--- src/rtl/instr_encoder_loader.sv ---
// Boot-time RV32I program loader: packs instruction descriptors into machine words,
// streams them into instruction memory and holds the core in reset until END arrives.
module instr_encoder_loader #(
  parameter int          ADDR_WIDTH = 6,
  parameter logic [31:0] BASE_ADDR  = 32'h0000_0000
) (
  input  logic                  clk_i,
  input  logic                  reset_i,
  input  logic                  start_i,
  input  logic                  in_valid_i,
  output logic                  in_ready_o,
  input  logic [2:0]            in_kind_i,
  input  logic [2:0]            in_alu_i,
  input  logic [4:0]            in_rd_i,
  input  logic [4:0]            in_rs1_i,
  input  logic [4:0]            in_rs2_i,
  input  logic [20:0]           in_imm_i,
  output logic                  mem_we_o,
  output logic [31:0]           mem_addr_o,
  output logic [31:0]           mem_wdata_o,
  output logic [ADDR_WIDTH:0]   count_o,
  output logic                  busy_o,
  output logic                  done_o,
  output logic                  error_o,
  output logic                  cpu_reset_o
);

  typedef enum logic [2:0] {
    S_IDLE   = 3'd0,
    S_ACCEPT = 3'd1,
    S_WRITE  = 3'd2,
    S_DONE   = 3'd3,
    S_ERR    = 3'd4
  } state_t;

  localparam logic [2:0] K_LW  = 3'd0;
  localparam logic [2:0] K_SW  = 3'd1;
  localparam logic [2:0] K_R   = 3'd2;
  localparam logic [2:0] K_BEQ = 3'd3;
  localparam logic [2:0] K_I   = 3'd4;
  localparam logic [2:0] K_JAL = 3'd5;
  localparam logic [2:0] K_END = 3'd6;

  localparam logic [2:0] ALU_SUB = 3'd1;
  localparam logic [2:0] ALU_MAX = 3'd4;

  localparam logic [ADDR_WIDTH:0] CAPACITY = {1'b1, {ADDR_WIDTH{1'b0}}};

  function automatic logic [2:0] alu_f3(input logic [2:0] alu);
    logic [2:0] f3;
    case (alu)
      3'd0, 3'd1: f3 = 3'b000;
      3'd2:       f3 = 3'b010;
      3'd3:       f3 = 3'b110;
      3'd4:       f3 = 3'b111;
      default:    f3 = 3'b000;
    endcase
    return f3;
  endfunction

  function automatic logic fits_12(input logic [20:0] imm);
    return (imm[20:11] == 10'h000) || (imm[20:11] == 10'h3FF);
  endfunction

  function automatic logic fits_13(input logic [20:0] imm);
    return (imm[20:12] == 9'h000) || (imm[20:12] == 9'h1FF);
  endfunction

  function automatic logic desc_legal(input logic [2:0] kind, input logic [2:0] alu,
                                      input logic [20:0] imm);
    logic ok;
    case (kind)
      K_LW, K_SW: ok = fits_12(imm);
      K_R:        ok = (alu <= ALU_MAX);
      K_BEQ:      ok = fits_13(imm) && (imm[0] == 1'b0);
      K_I:        ok = (alu <= ALU_MAX) && (alu != ALU_SUB) && fits_12(imm);
      K_JAL:      ok = (imm[0] == 1'b0);
      K_END:      ok = 1'b1;
      default:    ok = 1'b0;
    endcase
    return ok;
  endfunction

  function automatic logic [31:0] encode_word(input logic [2:0] kind, input logic [2:0] alu,
                                              input logic [4:0] rd, input logic [4:0] rs1,
                                              input logic [4:0] rs2, input logic [20:0] imm);
    logic [31:0] word;
    logic [6:0]  f7;
    logic [2:0]  f3;
    f3 = alu_f3(alu);
    f7 = (alu == ALU_SUB) ? 7'b0100000 : 7'b0000000;
    case (kind)
      K_LW:    word = {imm[11:0], rs1, 3'b010, rd, 7'b0000011};
      K_SW:    word = {imm[11:5], rs2, rs1, 3'b010, imm[4:0], 7'b0100011};
      K_R:     word = {f7, rs2, rs1, f3, rd, 7'b0110011};
      K_BEQ:   word = {imm[12], imm[10:5], rs2, rs1, 3'b000, imm[4:1], imm[11], 7'b1100011};
      K_I:     word = {imm[11:0], rs1, f3, rd, 7'b0010011};
      K_JAL:   word = {imm[20], imm[10:1], imm[11], imm[19:12], rd, 7'b1101111};
      default: word = 32'h0000_0000;
    endcase
    return word;
  endfunction

  state_t                state_q, state_d;
  logic [ADDR_WIDTH:0]   count_q, count_d;
  logic [31:0]           addr_q, addr_d;
  logic [31:0]           wdata_q, wdata_d;
  logic                  in_ready_q, mem_we_q, busy_q, done_q, error_q, cpu_reset_q;
  logic                  accept_s;

  assign accept_s = in_valid_i && in_ready_q;

  // Next-state, write capture and session bookkeeping; start overrides everything.
  always_comb begin
    state_d = state_q;
    count_d = count_q;
    addr_d  = addr_q;
    wdata_d = wdata_q;
    if (start_i) begin
      state_d = S_ACCEPT;
      count_d = {(ADDR_WIDTH+1){1'b0}};
    end else begin
      case (state_q)
        S_ACCEPT: begin
          if (accept_s) begin
            if (in_kind_i == K_END) begin
              state_d = S_DONE;
            end else if (!desc_legal(in_kind_i, in_alu_i, in_imm_i) || (count_q == CAPACITY)) begin
              state_d = S_ERR;
            end else begin
              state_d = S_WRITE;
              addr_d  = BASE_ADDR + 32'({count_q, 2'b00});
              wdata_d = encode_word(in_kind_i, in_alu_i, in_rd_i, in_rs1_i, in_rs2_i, in_imm_i);
            end
          end else begin
            state_d = state_q;
          end
        end
        S_WRITE: begin
          state_d = S_ACCEPT;
          count_d = count_q + {{ADDR_WIDTH{1'b0}}, 1'b1};
        end
        default: state_d = state_q;
      endcase
    end
  end

  // State, datapath and output registers; status outputs track the upcoming state.
  always_ff @(posedge clk_i or posedge reset_i) begin
    if (reset_i) begin
      state_q     <= S_IDLE;
      count_q     <= {(ADDR_WIDTH+1){1'b0}};
      addr_q      <= 32'h0000_0000;
      wdata_q     <= 32'h0000_0000;
      in_ready_q  <= 1'b0;
      mem_we_q    <= 1'b0;
      busy_q      <= 1'b0;
      done_q      <= 1'b0;
      error_q     <= 1'b0;
      cpu_reset_q <= 1'b1;
    end else begin
      state_q     <= state_d;
      count_q     <= count_d;
      addr_q      <= addr_d;
      wdata_q     <= wdata_d;
      in_ready_q  <= (state_d == S_ACCEPT);
      mem_we_q    <= (state_d == S_WRITE);
      busy_q      <= (state_d == S_ACCEPT) || (state_d == S_WRITE);
      done_q      <= (state_d == S_DONE);
      error_q     <= (state_d == S_ERR);
      cpu_reset_q <= (state_d != S_DONE);
    end
  end

  assign in_ready_o  = in_ready_q;
  assign mem_we_o    = mem_we_q;
  assign mem_addr_o  = addr_q;
  assign mem_wdata_o = wdata_q;
  assign count_o     = count_q;
  assign busy_o      = busy_q;
  assign done_o      = done_q;
  assign error_o     = error_q;
  assign cpu_reset_o = cpu_reset_q;

endmodule
--- config.mk ---
export PLATFORM = sky130hd
export DESIGN_NAME = instr_encoder_loader
export DESIGN_NICKNAME = d
export VERILOG_FILES = /design/src/rtl/instr_encoder_loader.sv
export SDC_FILE = /design/constraint.sdc
export NUM_CORES = 1
export LEC_CHECK = 0
export ABC_AREA = 1
export CORE_ASPECT_RATIO = 1.2
export CORE_MARGIN = 2
export CORE_UTILIZATION = 45
export CTS_CLUSTER_DIAMETER = 40
export DETAILED_ROUTE_END_ITERATION = 10
export PLACE_DENSITY = 0.88
export SLEW_MARGIN = 25
export SYNTH_ARGS = -nofsm -noshare
export SYNTH_HDL_FRONTEND = slang
export SYNTH_SLANG_ARGS = --single-unit
--- constraint.sdc ---
create_clock -name clk_i -period 3.9 [get_ports clk_i]
set_input_delay 0.78 -clock clk_i [delete_from_list [all_inputs] [get_ports clk_i]]
set_output_delay 0.78 -clock clk_i [all_outputs]
set_load 0.01 [all_outputs]
# Word-level counts from Yosys, hierarchy flattened

Index checks and enable logic that the tools add are counted.

Add/subtract/negate cells: 1
Magnitude comparators: 1
Equality and inequality tests: 21
Mux-type cells: 15
Bitwise logic cells: 4
Reductions and logical operators: 15

Operators with widths:

| kind                                                   | number |
|---|---|
| one-hot mux 32 bit (6 select lines)                    | 1 |
| == test 3 x 2 -> 1 bit (second input constant)         | 7 |
| == test 3 bit (second input constant)                  | 5 |
| two-way mux 7 bit                                      | 2 |
| == test 3 x 1 -> 1 bit (second input constant)         | 4 |
| two-way mux 3 bit                                      | 4 |
| == test 10 bit (second input constant)                 | 1 |
| logical NOT 10 bit                                     | 1 |
| == test 9 bit (second input constant)                  | 1 |
| logical NOT 9 bit                                      | 1 |
| one-hot mux 3 bit (3 select lines)                     | 1 |
| adder 7 x 1 -> 7 bit (second input constant)           | 1 |
| == test 7 bit (second input constant)                  | 1 |
| two-way mux 6 bit                                      | 1 |
| one-hot mux 3 bit (2 select lines)                     | 1 |
| one-hot mux 1 bit (5 select lines)                     | 1 |
| AND reduction 5 bit                                    | 1 |
| logical AND 1 bit                                      | 4 |
| logical OR 1 bit                                       | 4 |
| two-way mux 1 bit                                      | 4 |
| NOT 1 bit                                              | 4 |
| <= comparator 3 bit (second input constant)            | 1 |
| logical NOT 3 bit                                      | 1 |
| inequality test 3 x 1 -> 1 bit (second input constant) | 1 |
| other kinds (4)                                        | 4 |

Flip-flop bits (word level): 55
Input port bits: 46
Output and inout bits: 77
Word-level logic and storage cells: 67

# Longest topological paths before layout

Word-level depth: 17
Mapped depth: 15

# Worst setup path before layout

OpenSTA, ideal clock, no wires.

Path kind: input to register
Start: input port in_kind_i[2]
End: register wdata_q[18] (netlist: mem_wdata_o[18])
Library setup time: 127 ps
Arrival: 1,938 ps
Slack: 1,835 ps
Cell stages on the path: 13
Path buffers: 3
Cells stage by stage: buf_2 -> inv_1 -> nand3_1 -> nand2_1 -> nand2_1 -> nand2_1 -> nand2_1 -> nand2_1 -> nand4_2 -> buf_6 -> buf_6 -> nand2_1 -> o211ai_2

Word-level cells in the longest chain between the ends: 11
Elaborated cells between the ends (all ways): 19
Those cells by class: eq/ne (6); mux (6); bitwise (2); reduce/logical (5)

RTL lines:

| what                                                        | line   | text |
|---|---|---|
| from (decl)                                                 | 12     | `input logic [2:0] in_kind_i,` |
| == test 3 x 1 -> 1 bit or logical NOT 3 bit (tied branches) | 72, 92 |  |
| OR reduction 2 bit                                          | 72     | `case (kind)` |
| one-hot mux 1 bit (5 select lines)                          | 72     |  |
| two-way mux 1 bit                                           | 126    | `if (in_kind_i == K_END) begin` |
| two-way mux 1 bit                                           | 125    | `if (accept_s) begin` |
| two-way mux 1 bit                                           | 123    | `case (state_q)` |
| two-way mux 1 bit                                           | 119    | `if (start_i) begin` |
| logical NOT 1 bit                                           | 128    | `end else if (!desc_legal(in_kind_i, in_alu_i, in_imm_i) \|\| (count_q == CAPACITY)) begin` |
| logical OR 1 bit                                            | 128    |  |
| NOT 1 bit (no line)                                         | -      |  |
| AND reduction 5 bit (no line)                               | -      |  |
| to (signal assigned)                                        | 165    | `wdata_q <= wdata_d;` |
| to (decl)                                                   | 107    | `logic [31:0] wdata_q, wdata_d;` |

Several ways; a longest one is shown, not always the timed one. The select of a mux whose other input is x is not followed.
A chain may end at the register's enable or synchronous reset.

# Worst setup path in the final report

Start: input port in_kind_i[0]
End: register wdata_q[10] (netlist: mem_wdata_o[10])

The elaborated chain is that of the path after synthesis.

==> run_results.csv <==
group,metric,value,unit
detailed_routing,postRouteWirelength,7.28,mm
detailed_routing,first_iter_violations,161,
timing,max-slew-margin-rel,58.0,%
global_route,grt_util_all_layers,20.5,%
critical_path,setup.reg_to_reg.worst_slack,1.66,ns
run,max-cap-violations,0,
placed_design,routability_congestion_estimate,0.785,
layout,layout-drive-gt1-share,5.47,%
critical_path,critPathMaxFanout,27,
critical_path,critical_path.endpoint_type,"flip-flop",
detailed_routing,dr.pass1.iters,5,
timing,timing.final.max_slew_violations,0,
synthesis,netlist_instances,380,
die,design.core.area,6410,sq um
layout,final_cell_area,3980,sq um
clocking,tritoncts_clock_tree,"done",
synthesis,syn_avg_cell_area,7.77,sq um
critical_path,path_common_cell,"nand2_1",
timing,worst_slew_pin_slew,0.630,ns
synthesis,yosys_register_bits,53,
synthesis,netlist_area,2950,sq um
layout,syn2layout_area_growth,35.0,%
clocking,cts_num_sinks,53,
layout,nNetsFinal,522,
clocking,cts-buffers-inserted,5,
critical_path,slowest_delay,0.54,ns
synthesis,synth_top_cells_by_area,"dfrtp_1 44%, nand2_1 13%, inv_1 8.5%",
detailed_routing,drt-wirelength-per-cell,13.0,microns
synthesis,synth_top_cell_by_area,"dfrtp_1",
timing,timing.final.setup_violations,0,
critical_path,rr_endpoint,"mem_wdata_o[10]",
critical_path,crit_start,"in_kind_i[0]",
timing,layout_setup_ws,0.951,ns
clocking,ctsRootBufferMaster,"clkbuf_8",
critical_path,critical_path_class,"in2reg",
clocking,path_clk_slew,0.09,ns
synthesis,ys_warn_count,0,
layout,multi_input_comb_area,1170,sq um
critical_path,critical_path.cell_chain,"clkdlybuf4s50_1, nor2_1, nor2_1, nor2_1, nand2_1, nand2_1, nand2_1, nand2_1, nand4_4, buf_4, o21ai_1, inv_1",
global_route,grt_remaining_overflow,0,
timing,finalCritPeriodShare,75.6,%
critical_path,cp.arrival,3.15,ns
detailed_routing,drc_errors,0,
clocking,max-clock-path-buffers,2,
timing,final.setup_skew,0.00231,ns
layout,sequential_cell_area,1330,sq um
die,die-area,7230,sq um
layout,fillers,567,
clocking,post_cts_hold_buffer_count,0,
timing,rsz0062_at_grt,"no",
clocking,htreeDepth,2,
die,die_h,92.7,microns
clocking,worst_skew_pair.late_latency,0.30,ns
detailed_routing,avgViaCountPerCell,4.70,
critical_path,crit_required,4.10,ns
synthesis,yosysSeqAreaShare,45.0,%
critical_path,critical_path.slowest_cell,"clkdlybuf4s50_1",
min_path,whs_path_depth,2,
critical_path,cp.buffers_inverters,3,
timing,maxClockFrequency,0.339,GHz
timing,final.min_clock_period,2.95,ns
synthesis,netlist-cell-type-count,32,
critical_path,critPathTopFamily,"simple AND/OR/NAND/NOR gates",
synthesis,synth-edff-count,0,
placed_design,place_ws,0.695,ns
global_route,grt_first_pass_wirelength,11.9,mm
synthesis,synth_async_sr_flop_share,100,%
timing,timing_hold_violations_final,0,
die,die_width,77.9,microns
critical_path,start_kind,"input pin",
clocking,post_cts.resized_instances,0,
placed_design,hpwl_after_detailed_placement,5.52,mm
min_path,timing.hold.worst.class,"reg2reg",
global_route,antenna_found_initial,0,
power,cellLeakagePower,1.95,nW
run_status,status,"finished, final reports clean",
clocking,cts.repair_timing.setup_buffer_count,0,
die,io_pins,123,
critical_path,r2r-start,"state_q[1]",
synthesis,ys_dominant_reg_cell,"dfrtp_1",
synthesis,fraction_of_synthesized_cell_area_taken_by_the_top_area_cell_type,44.1,%
placed_design,postPlaceCellArea,3870,sq um
timing,setup-tns-final,0,ns
placed_design,input_output_buffers,97,
layout,antenna_cells_inserted,0,
global_route,grt_start_max_net_pins,54,
die,num_rows,32,
power,vdd.ir_drop.worst,0.269,mV
detailed_routing,ant_nets,0,
min_path,holdCritStartpoint,"mem_addr_o[6]",
power,power_per_cell_area,439,nW/um^2
global_route,vias_in_the_first_global_route,2648,
critical_path,number_of_cells_on_the_worst_reg_to_reg_path,9,
min_path,timing.hold.worst_endpoint,"mem_addr_o[6]",
detailed_routing,dr_total_vias,2632,
die,start_util,46.1,%
flip-flops by register name, summed over array words and instances, names as in the netlist:
register and cells:
mem_wdata_o 30, count_o 7, mem_addr_o 7, state_q 3, busy_o 1, cpu_reset_o 1, done_o 1, error_o 1
in_ready_o 1, mem_we_o 1
how the worst max path moves through the flow:
| stage | end | slack, ns | cells past startpoint |
|---|---|---|---|
| after detailed placement | mem_wdata_o[11] | 0.69 | 12 |
| after global routing | mem_wdata_o[11] | 0.77 | 12 |
| after CTS | mem_wdata_o[11] | 1.01 | 12 |
| after floorplan | mem_wdata_o[18] | 1.83 | 13 |
| after global placement | mem_wdata_o[3] | 0.79 | 12 |
| final | mem_wdata_o[10] | 0.95 | 12 |
cell type report:
type	instances	area share, %
clock inverter	1	0.754
tap	85	2.67
sequential	53	33.3
clock buffer	7	2.17
timing repair buffer	99	25.1
multi-input combinational	246	29.5
inverter	69	6.56
power by group:
part,total (mW),switching (mW),internal (mW)
sequential,0.736,0.0668,0.669
clock,0.382,0.173,0.209
combinational,0.631,0.301,0.330
per-stage QoR:
step	power [mW]	utilization, %	instances	hold slack (ns)
after floorplan	1.06	-	404	0.516
after global placement	1.36	60.3	552	0.471
after detailed placement	1.38	60.4	552	0.483
after CTS	1.76	62.2	560	0.507
after global routing	1.86	62.2	560	0.538
final	1.75	62.2	560	0.499
synthesized netlist by cell type, types with 2 or more instances:
| library cell | instances |
|---|---|
| o21ai_0 | 24 |
| ha_1 | 2 |
| nor2_2 | 2 |
| nor2_1 | 19 |
| o21ai_1 | 20 |
| inv_2 | 2 |
| buf_4 | 27 |
| a21oi_1 | 7 |
| nand3_1 | 12 |
| nand2_1 | 103 |
| nand4_1 | 3 |
| inv_1 | 67 |
| buf_6 | 7 |
| nor3_1 | 9 |
| o211ai_2 | 7 |
| dfrtp_1 | 52 |
| o221ai_1 | 2 |
kinds of logic after synthesis:
group                    after synthesis  synth area share [%]
flip-flops                            53                  45.0
other                                  1                 0.127
adder cells (fa/ha/maj)                2                 0.848
AND/OR/NAND/NOR                      155                  22.2
buffers and inverters                105                  18.6
AO/OA/AOI/OAI                         64                  13.3
layout by cell type, fill, tap and decap left out, types with 2 or more instances in the layout:
cell type	synthesis	routed
inv_1	67	66
clkdlybuf4s50_1	0	97
inv_2	2	2
dfrtp_1	52	52
ha_1	2	2
o211ai_2	7	7
nand4_1	3	3
clkbuf_8	0	6
o21ai_0	24	24
a21oi_1	7	7
nor2_2	2	2
nand3_1	12	12
nor3_1	9	9
conb_1	1	25
o221ai_1	2	2
o21ai_1	20	20
nor2_1	19	19
nand2_1	103	103
worst register-to-register path, cell delays in order, from the launching register on:
cell and delay (ns):
dfrtp_1 0.41, nor3_1 0.20, inv_1 0.08, nor2_1 0.14
inv_1 0.08, nor2_1 0.23, nand4_4 0.43, buf_4 0.37
o21ai_1 0.15, inv_1 0.05
per-layer routing:
| layer | global-route usage (%) | part of all wire, % | routed length [microns] |
|---|---|---|---|
| met5 | 0 | 0 | 0 |
| met2 | 36.7 | 53 | 3860 |
| met1 | 23.6 | 39 | 2860 |
| met3 | 4.78 | 5.2 | 382 |
| met4 | 7.89 | 2.4 | 177 |
(Power assumes the default switching activity.)
